--- src/rtl/lsu_pkg.sv ---
// rtl/lsu_pkg.sv - shared types and constants for the load/store unit
package lsu_pkg;

  localparam int BYTE_W = 8;
  localparam int HALF_W = 16;

  typedef logic [1:0] size_t;

  localparam size_t SZ_BYTE = 2'b00;
  localparam size_t SZ_HALF = 2'b01;
  localparam size_t SZ_WORD = 2'b10;

  typedef enum logic [1:0] {
    IDLE   = 2'd0,
    ACCESS = 2'd1,
    WRITE  = 2'd2,
    RESP   = 2'd3
  } state_t;

  // Encoding 11 behaves as a word, so only the upper bit matters.
  function automatic logic is_word(input size_t size);
    return size[1];
  endfunction

endpackage

--- src/rtl/lsu_align.sv ---
// rtl/lsu_align.sv - lane extract/extend for loads and lane merge for sub-word stores
module lsu_align
  import lsu_pkg::*;
#(
  parameter int n = 32
) (
  input  logic [1:0]   lane,
  input  size_t        size,
  input  logic         sign_ext,
  input  logic [n-1:0] old_word,
  input  logic [n-1:0] new_data,
  output logic [n-1:0] load_data,
  output logic [n-1:0] merged
);

  logic [BYTE_W-1:0] byte_lane;
  logic [HALF_W-1:0] half_lane;
  logic [4:0]        byte_pos;
  logic [4:0]        half_pos;

  always_comb begin
    byte_pos  = {lane, 3'b000};
    half_pos  = {lane[1], 4'b0000};
    byte_lane = old_word[byte_pos +: BYTE_W];
    half_lane = old_word[half_pos +: HALF_W];

    case (size)
      SZ_BYTE: load_data = {{(n-BYTE_W){sign_ext & byte_lane[BYTE_W-1]}}, byte_lane};
      SZ_HALF: load_data = {{(n-HALF_W){sign_ext & half_lane[HALF_W-1]}}, half_lane};
      default: load_data = old_word;
    endcase

    merged = old_word;
    case (size)
      SZ_BYTE: merged[byte_pos +: BYTE_W] = new_data[BYTE_W-1:0];
      SZ_HALF: merged[half_pos +: HALF_W] = new_data[HALF_W-1:0];
      default: merged = new_data;
    endcase
  end

endmodule

--- src/rtl/lsu.sv ---
// rtl/lsu.sv - load/store unit in front of word-only dmem; LSU_MISALIGN_CHECK_EN enables misalignment errors
module lsu
  import lsu_pkg::*;
#(
  parameter int n = 32
) (
  input  logic         clk,
  input  logic         reset,
  input  logic         req_valid,
  output logic         req_ready,
  input  logic         req_write,
  input  logic [1:0]   req_size,
  input  logic         req_signed,
  input  logic [n-1:0] req_addr,
  input  logic [n-1:0] req_wdata,
  output logic         resp_valid,
  input  logic         resp_ready,
  output logic [n-1:0] resp_rdata,
  output logic         resp_error,
  output logic [n-1:0] dmem_addr,
  output logic         dmem_write_enable,
  output logic [n-1:0] dmem_writedata,
  input  logic [n-1:0] dmem_readdata
);

  state_t       state, next_state;
  logic         write_q, signed_q, error_q;
  size_t        size_q;
  logic [n-1:0] addr_q, wdata_q, merged_q, rdata_q;
  logic         misaligned;
  logic [n-1:0] load_data, merged;

`ifdef LSU_MISALIGN_CHECK_EN
  assign misaligned = ((req_size == SZ_HALF) && req_addr[0]) ||
                      (is_word(req_size) && (req_addr[1:0] != 2'b00));
`else
  assign misaligned = 1'b0;
`endif

  lsu_align #(.n(n)) u_align (
    .lane      (addr_q[1:0]),
    .size      (size_q),
    .sign_ext  (signed_q),
    .old_word  (dmem_readdata),
    .new_data  (wdata_q),
    .load_data (load_data),
    .merged    (merged)
  );

  always_ff @(posedge clk or posedge reset) begin
    if (reset) state <= IDLE;
    else       state <= next_state;
  end

  always_comb begin
    next_state = state;
    case (state)
      IDLE:    if (req_valid) next_state = misaligned ? RESP : ACCESS;
      ACCESS:  next_state = (write_q && !is_word(size_q)) ? WRITE : RESP;
      WRITE:   next_state = RESP;
      RESP:    if (resp_ready) next_state = IDLE;
      default: next_state = IDLE;
    endcase
  end

  always_ff @(posedge clk or posedge reset) begin
    if (reset) begin
      write_q  <= 1'b0;
      signed_q <= 1'b0;
      error_q  <= 1'b0;
      size_q   <= SZ_BYTE;
      addr_q   <= '0;
      wdata_q  <= '0;
      merged_q <= '0;
      rdata_q  <= '0;
    end else begin
      case (state)
        IDLE: if (req_valid) begin
          write_q  <= req_write;
          signed_q <= req_signed;
          size_q   <= req_size;
          addr_q   <= req_addr;
          wdata_q  <= req_wdata;
          error_q  <= misaligned;
          rdata_q  <= '0;
        end
        ACCESS: begin
          if (!write_q)                rdata_q  <= load_data;
          else if (!is_word(size_q))   merged_q <= merged;
        end
        default: ;
      endcase
    end
  end

  // The write strobe follows state alone, so a reset mid-RMW kills it at once.
  always_comb begin
    req_ready         = (state == IDLE);
    resp_valid        = (state == RESP);
    resp_rdata        = rdata_q;
    resp_error        = error_q;
    dmem_addr         = {2'b00, addr_q[n-1:2]};
    dmem_write_enable = 1'b0;
    dmem_writedata    = '0;
    case (state)
      ACCESS: if (write_q && is_word(size_q)) begin
        dmem_write_enable = 1'b1;
        dmem_writedata    = wdata_q;
      end
      WRITE: begin
        dmem_write_enable = 1'b1;
        dmem_writedata    = merged_q;
      end
      default: ;
    endcase
  end

endmodule

--- config.mk ---
export PLATFORM = sky130hd
export DESIGN_NAME = lsu
export DESIGN_NICKNAME = d
export VERILOG_FILES = /design/src/rtl/lsu_pkg.sv /design/src/rtl/lsu_align.sv /design/src/rtl/lsu.sv
export SDC_FILE = /design/constraint.sdc
export NUM_CORES = 1
export LEC_CHECK = 0
export BUFFER_PORTS_ARGS = -buffer_cell sky130_fd_sc_hd__buf_2
export CAP_MARGIN = 5
export CORE_AREA = 4 4 124 126
export DETAILED_ROUTE_END_ITERATION = 8
export DIE_AREA = 0 0 128 130
export GPL_TIMING_DRIVEN = 0
export PLACE_DENSITY = 0.8
export SLEW_MARGIN = 15
export SYNTH_ARGS = -nofsm -noshare
export SYNTH_HDL_FRONTEND = slang
export SYNTH_SLANG_ARGS = --single-unit
--- constraint.sdc ---
create_clock -name clk -period 5.1 [get_ports clk]
set_input_delay 0.765 -clock clk [delete_from_list [all_inputs] [get_ports clk]]
set_output_delay 0.765 -clock clk [all_outputs]
set_load 0.02 [all_outputs]
After elaboration in Yosys (flattened, before gate mapping)
Cells that the tools add are included.

Input port bits: 104. Output and inout port bits: 100. Word-level logic and storage cells: 51. Flip-flop bits (word level): 134.

Muxes and demuxes: 15. Reductions and logical operators: 10. Add/sub/neg operators: 2. Bitwise logic cells: 3. Shift operators: 6. Equality and inequality tests: 7.

Operators by type and width (count): $pmux W32 S2 (4); $mux W32 (3); $bwmux W32 (2); $shift A16 B7 Y32 const A (1); $shift A8 B7 Y32 const A (1); $shiftx A16 B7 Y32 (1); $shiftx A32 B6 Y16 (1); $shiftx A32 B6 Y8 (1); $shiftx A8 B7 Y32 (1); $neg A5 Y7 (2); $pmux W2 S4 (1); $reduce_and A3 Y1 (2); $eq A2 B1 Y1 const B (2); $eq A2 B2 Y1 const B (2); $logic_not A2 Y1 (2); $mux W2 (2); $ne A2 B2 Y1 const B (2); $reduce_and A2 Y1 (2); $and A1 B1 Y1 (2); $logic_and A1 B1 Y1 (2); $mux W1 (2); $ne A2 B1 Y1 const B (1); $pmux W1 S2 (1); $reduce_bool A2 Y1 (1); other kinds (2) (2).

Logic depth before layout (Yosys ltp)
Depth in word-level cells: 5. Depth in mapped cells: 9. Mapped depth without buffers: 6.

By module
From an unflattened synthesis, not the netlist that was laid out.

Cells, all modules: 743. Area, all modules: 7783.7 um^2.

By module, submodules not included: lsu (times used 1, cells an instance 482, area each 6087.1 um^2, sequential area each 3353.2 um^2); lsu_align (times used 1, cells an instance 261, area each 1696.6 um^2, sequential area each 0.0 um^2).

Least setup slack after synthesis
OpenSTA, ideal clock, no wires.

Kind: register to output. Start: reg state[1]. End: out dmem_writedata[14]. Path slack: 2.555 ns. Cell stages (with the launch flop): 9. Data arrival time: 1.780 ns. Data required time: 4.335 ns. Path buffers: 3. Cell sequence: dfrtp_1 -> inv_1 -> ha_1 -> buf_2 -> and3_1 -> clkbuf_1 -> clkbuf_1 -> a22oi_1 -> nor2b_1.

Longest elaborated chain between the ends: 2. Elaborated cells on any way between the ends: 3. Those cells by class: eq/ne: 2; mux: 1.

Ends and longest elaborated chain: start: declaration (line lsu.sv:26) `state_t state, next_state;`; start signal: assignment (line lsu.sv:52) `else state <= next_state;`; $eq A2 B2 Y1 / $eq A2 B1 Y1 (equally long branches) (line lsu.sv:105) `case (state)`; $pmux W32 S2 (*) (line lsu.sv:105); end: declaration (line lsu.sv:22) `output logic [n-1:0] dmem_writedata,`.

Mark *: on every way between the ends. The rest lies on a longest branch, timed or not.

Final worst setup path
Same ends and word-level chain as after synthesis.

==> metrics.txt <==
Fmax achieved=between 200 and 300 MHz; Area contributors post-synth=dfrtp_1 (45%), mux2_2 (11%), a22oi_1 (4.1%); detailed placement HPWL=17.3 mm; grt total ovfl=0; Syn. warnings=0; outcome=complete, no violations; Total Wirelength=22.8 mm; Cells after DPL=1081; Worst Hold Slack=0.475 ns; largest area contributor in the netlist=dfrtp_1; first-pass GRT wire length=about 35 mm; Setup Fix Bufs, Post-CTS=0; Max Root-Sink Buffers=2; drt first-iter violations=614; Residual DRC=0; Async SR Flop Fraction=1.00; Max Fanout on Critical Path=10; area growth from synthesis to layout=25.8%; CTS tree=done; RSZ-0062 raised after global routing=no; r2r worst-path depth=9; Die Area=16600 um2; hold_buf cts=0; period utilization=0.692; Post-Syn Instances=694; R2R setup slack=1.91 ns; DR vias=6648; Clock Tree Root=clkbuf_16; Top FF cell, synth=dfrtp_1; core area=14300 um2; CTS H-Tree Depth=4; fin crit period=3.53 ns; startpoint types=flop; GR Util All Layers=0.276; Filler cells=~1200; Synth Cell Area=7470 um2; clock sinks=134; nets@finish=1029; cts repair resizes=0; HP Class=reg2reg; Netlist cell types=55; setup violation total in the final timing report=0; Max VDD drop=between 0.0003 and 0.0004 V; reported max-cap violation count=0; Yosys reg bits=134; vias in the first global route=approximately 6700; Worst Tran Pin Value=1.03 ns; clk slew on worst S/H paths=0.06 ns; min-delay src=resp_rdata[29]; post-synthesis sequential area ratio=0.449; synthesized area per cell=10.8 um2; Pwr per Cell Area=707 nW/um2; P_leak=4.55 nW; Slew Limit Fails=0; CTS Buf Count=17; CP required=4.34 ns; area share of the largest cell type after synthesis=0.449; die height=130 um; largest net degree at the start of global routing=85; DRT Pass-1 Iters=7; initial antenna violation count=1; Placer Congestion=~0.97; Antenna Nets Post-Route=0; critical path arrival=~2.8 ns; layout cells sized above 1=0.416; I/O pin total=about 200; vias per cell=around 6; CP Capture Type=output pin; Layout Skew=0.00966 ns; Min-Delay Endpoint=resp_rdata[29]; RR Endpoint=merged_q[22]; Die W=roughly 130 um; Reg-to-Reg Start=addr_q[1]; worst-skew pair later-pin latency=0.42 ns; crit path kind=reg2out; Post-synth EDFFs=0; Initial Utilization=0.522; Routed WL per cell=approximately 20 um; final hold violations=0; IO buf count=200; Post-Layout Cell Count=around 1100; hold path cells=2; # rows=44; relative slew slack=0.297
## stage by stage
| stage | TNS (ns) | setup slack (ns) | total power [mW] | cell area, um2 | utilization |
|---|---|---|---|---|---|
| 5_1_grt | 0 | 1.42 | 7.03 | 9400 | 0.656 |
| 4_1_cts | 0 | 1.57 | 6.63 | 9390 | 0.656 |
| 6_report | 0 | 1.57 | 6.64 | 9400 | 0.656 |
| 3_3_place_gp | -94.48 | -0.715 | 5.17 | 8710 | 0.608 |
| 3_5_place_dp | 0 | 2.06 | 5.26 | 8740 | 0.611 |
| 2_1_floorplan | 0 | 0.752 | 4.28 | 7480 | - |
## worst max-delay path by stage
stage,slack (ns),endpoint,depth (start not counted),from
global placement,-0.71,resp_rdata[16],2,reset
CTS,1.57,dmem_writedata[0],9,state[1]
finish,1.57,dmem_writedata[14],9,state[1]
detailed placement,2.06,merged_q[17],9,addr_q[1]
floorplan,0.75,addr_q[0],1,reset
global route,1.42,dmem_writedata[0],9,state[1]
## cell type report
class                   count  area [um2]  area share
diodes                      1        2.50    0.000266
plain buffers              93         534      0.0569
clock buffers              25         515      0.0549
clock inverters             7         139      0.0148
inverters                  16        65.1     0.00692
multi-input cells         453        3530       0.375
flip-flops and latches    134        3350       0.357
well taps                 184         230      0.0245
repair buffers            201        1030       0.109
## registers in the layout, summed over array words and instances (netlist names)
name / cells
addr_q: 32
merged_q: 32
resp_rdata: 32
wdata_q: 32
size_q: 2
state: 2
signed_q: 1
write_q: 1
## critical path: stages (launching register included)
cell and delay, ns:
dfrtp_1 0.41, inv_1 0.10, ha_1 0.14, buf_2 0.17, and3_1 0.18, clkbuf_1 0.29, clkbuf_1 0.50, a22oi_1 0.15
nor2b_1 0.21, buf_2 0.19
## logic make-up after synthesis
group           after synthesis  share of synthesized area
compound gates              202                      0.217
fa+ha+maj                     9                     0.0151
buf+inv                     109                     0.0796
flops                       134                      0.449
mux                          94                      0.141
other cells                   1                   0.000502
simple gates                145                     0.0985
## power breakdown
part	total [mW]	switching (mW)	internal (mW)
Combinational	3.38	1.95	1.43
Sequential	1.92	0.387	1.54
Clock	1.34	0.444	0.896
Total	6.64	2.78	3.86
## cell usage after synthesis (all sizes together), types with 3 or more instances
library cell	number
a2111oi	17
a211oi	6
a21o	18
a21oi	6
a221oi	27
a22oi	41
and2	7
buf	64
clkbuf	29
dfrtp	134
ha	9
inv	15
mux2	74
mux2i	19
nand2	57
nand2b	6
nand3	7
nor2	24
nor2b	34
o21ai	23
o221ai	3
o22a	5
o22ai	12
o31ai	24
o41ai	9
## metal layers
metal	track usage	vias to the layer above	share of wire
met5	0	-	0
met4	0.132	0	0.037
met3	0.0757	66	0.10
met2	0.432	377	0.47
met1	0.358	3223	0.39
li1	-	2982	-
## cells in the final DEF (no fill, tap or decap), types with 17 or more instances in the layout
cell	count
a2111oi_0	17
a21o_1	18
a221oi_1	27
a22oi_1	41
buf_2	219
buf_4	35
clkbuf_1	31
clkbuf_16	17
dfrtp_1	134
mux2_2	74
mux2i_1	19
nand2_1	57
nor2_1	24
nor2b_1	34
Note: power is estimated with default switching activity, not from simulation.
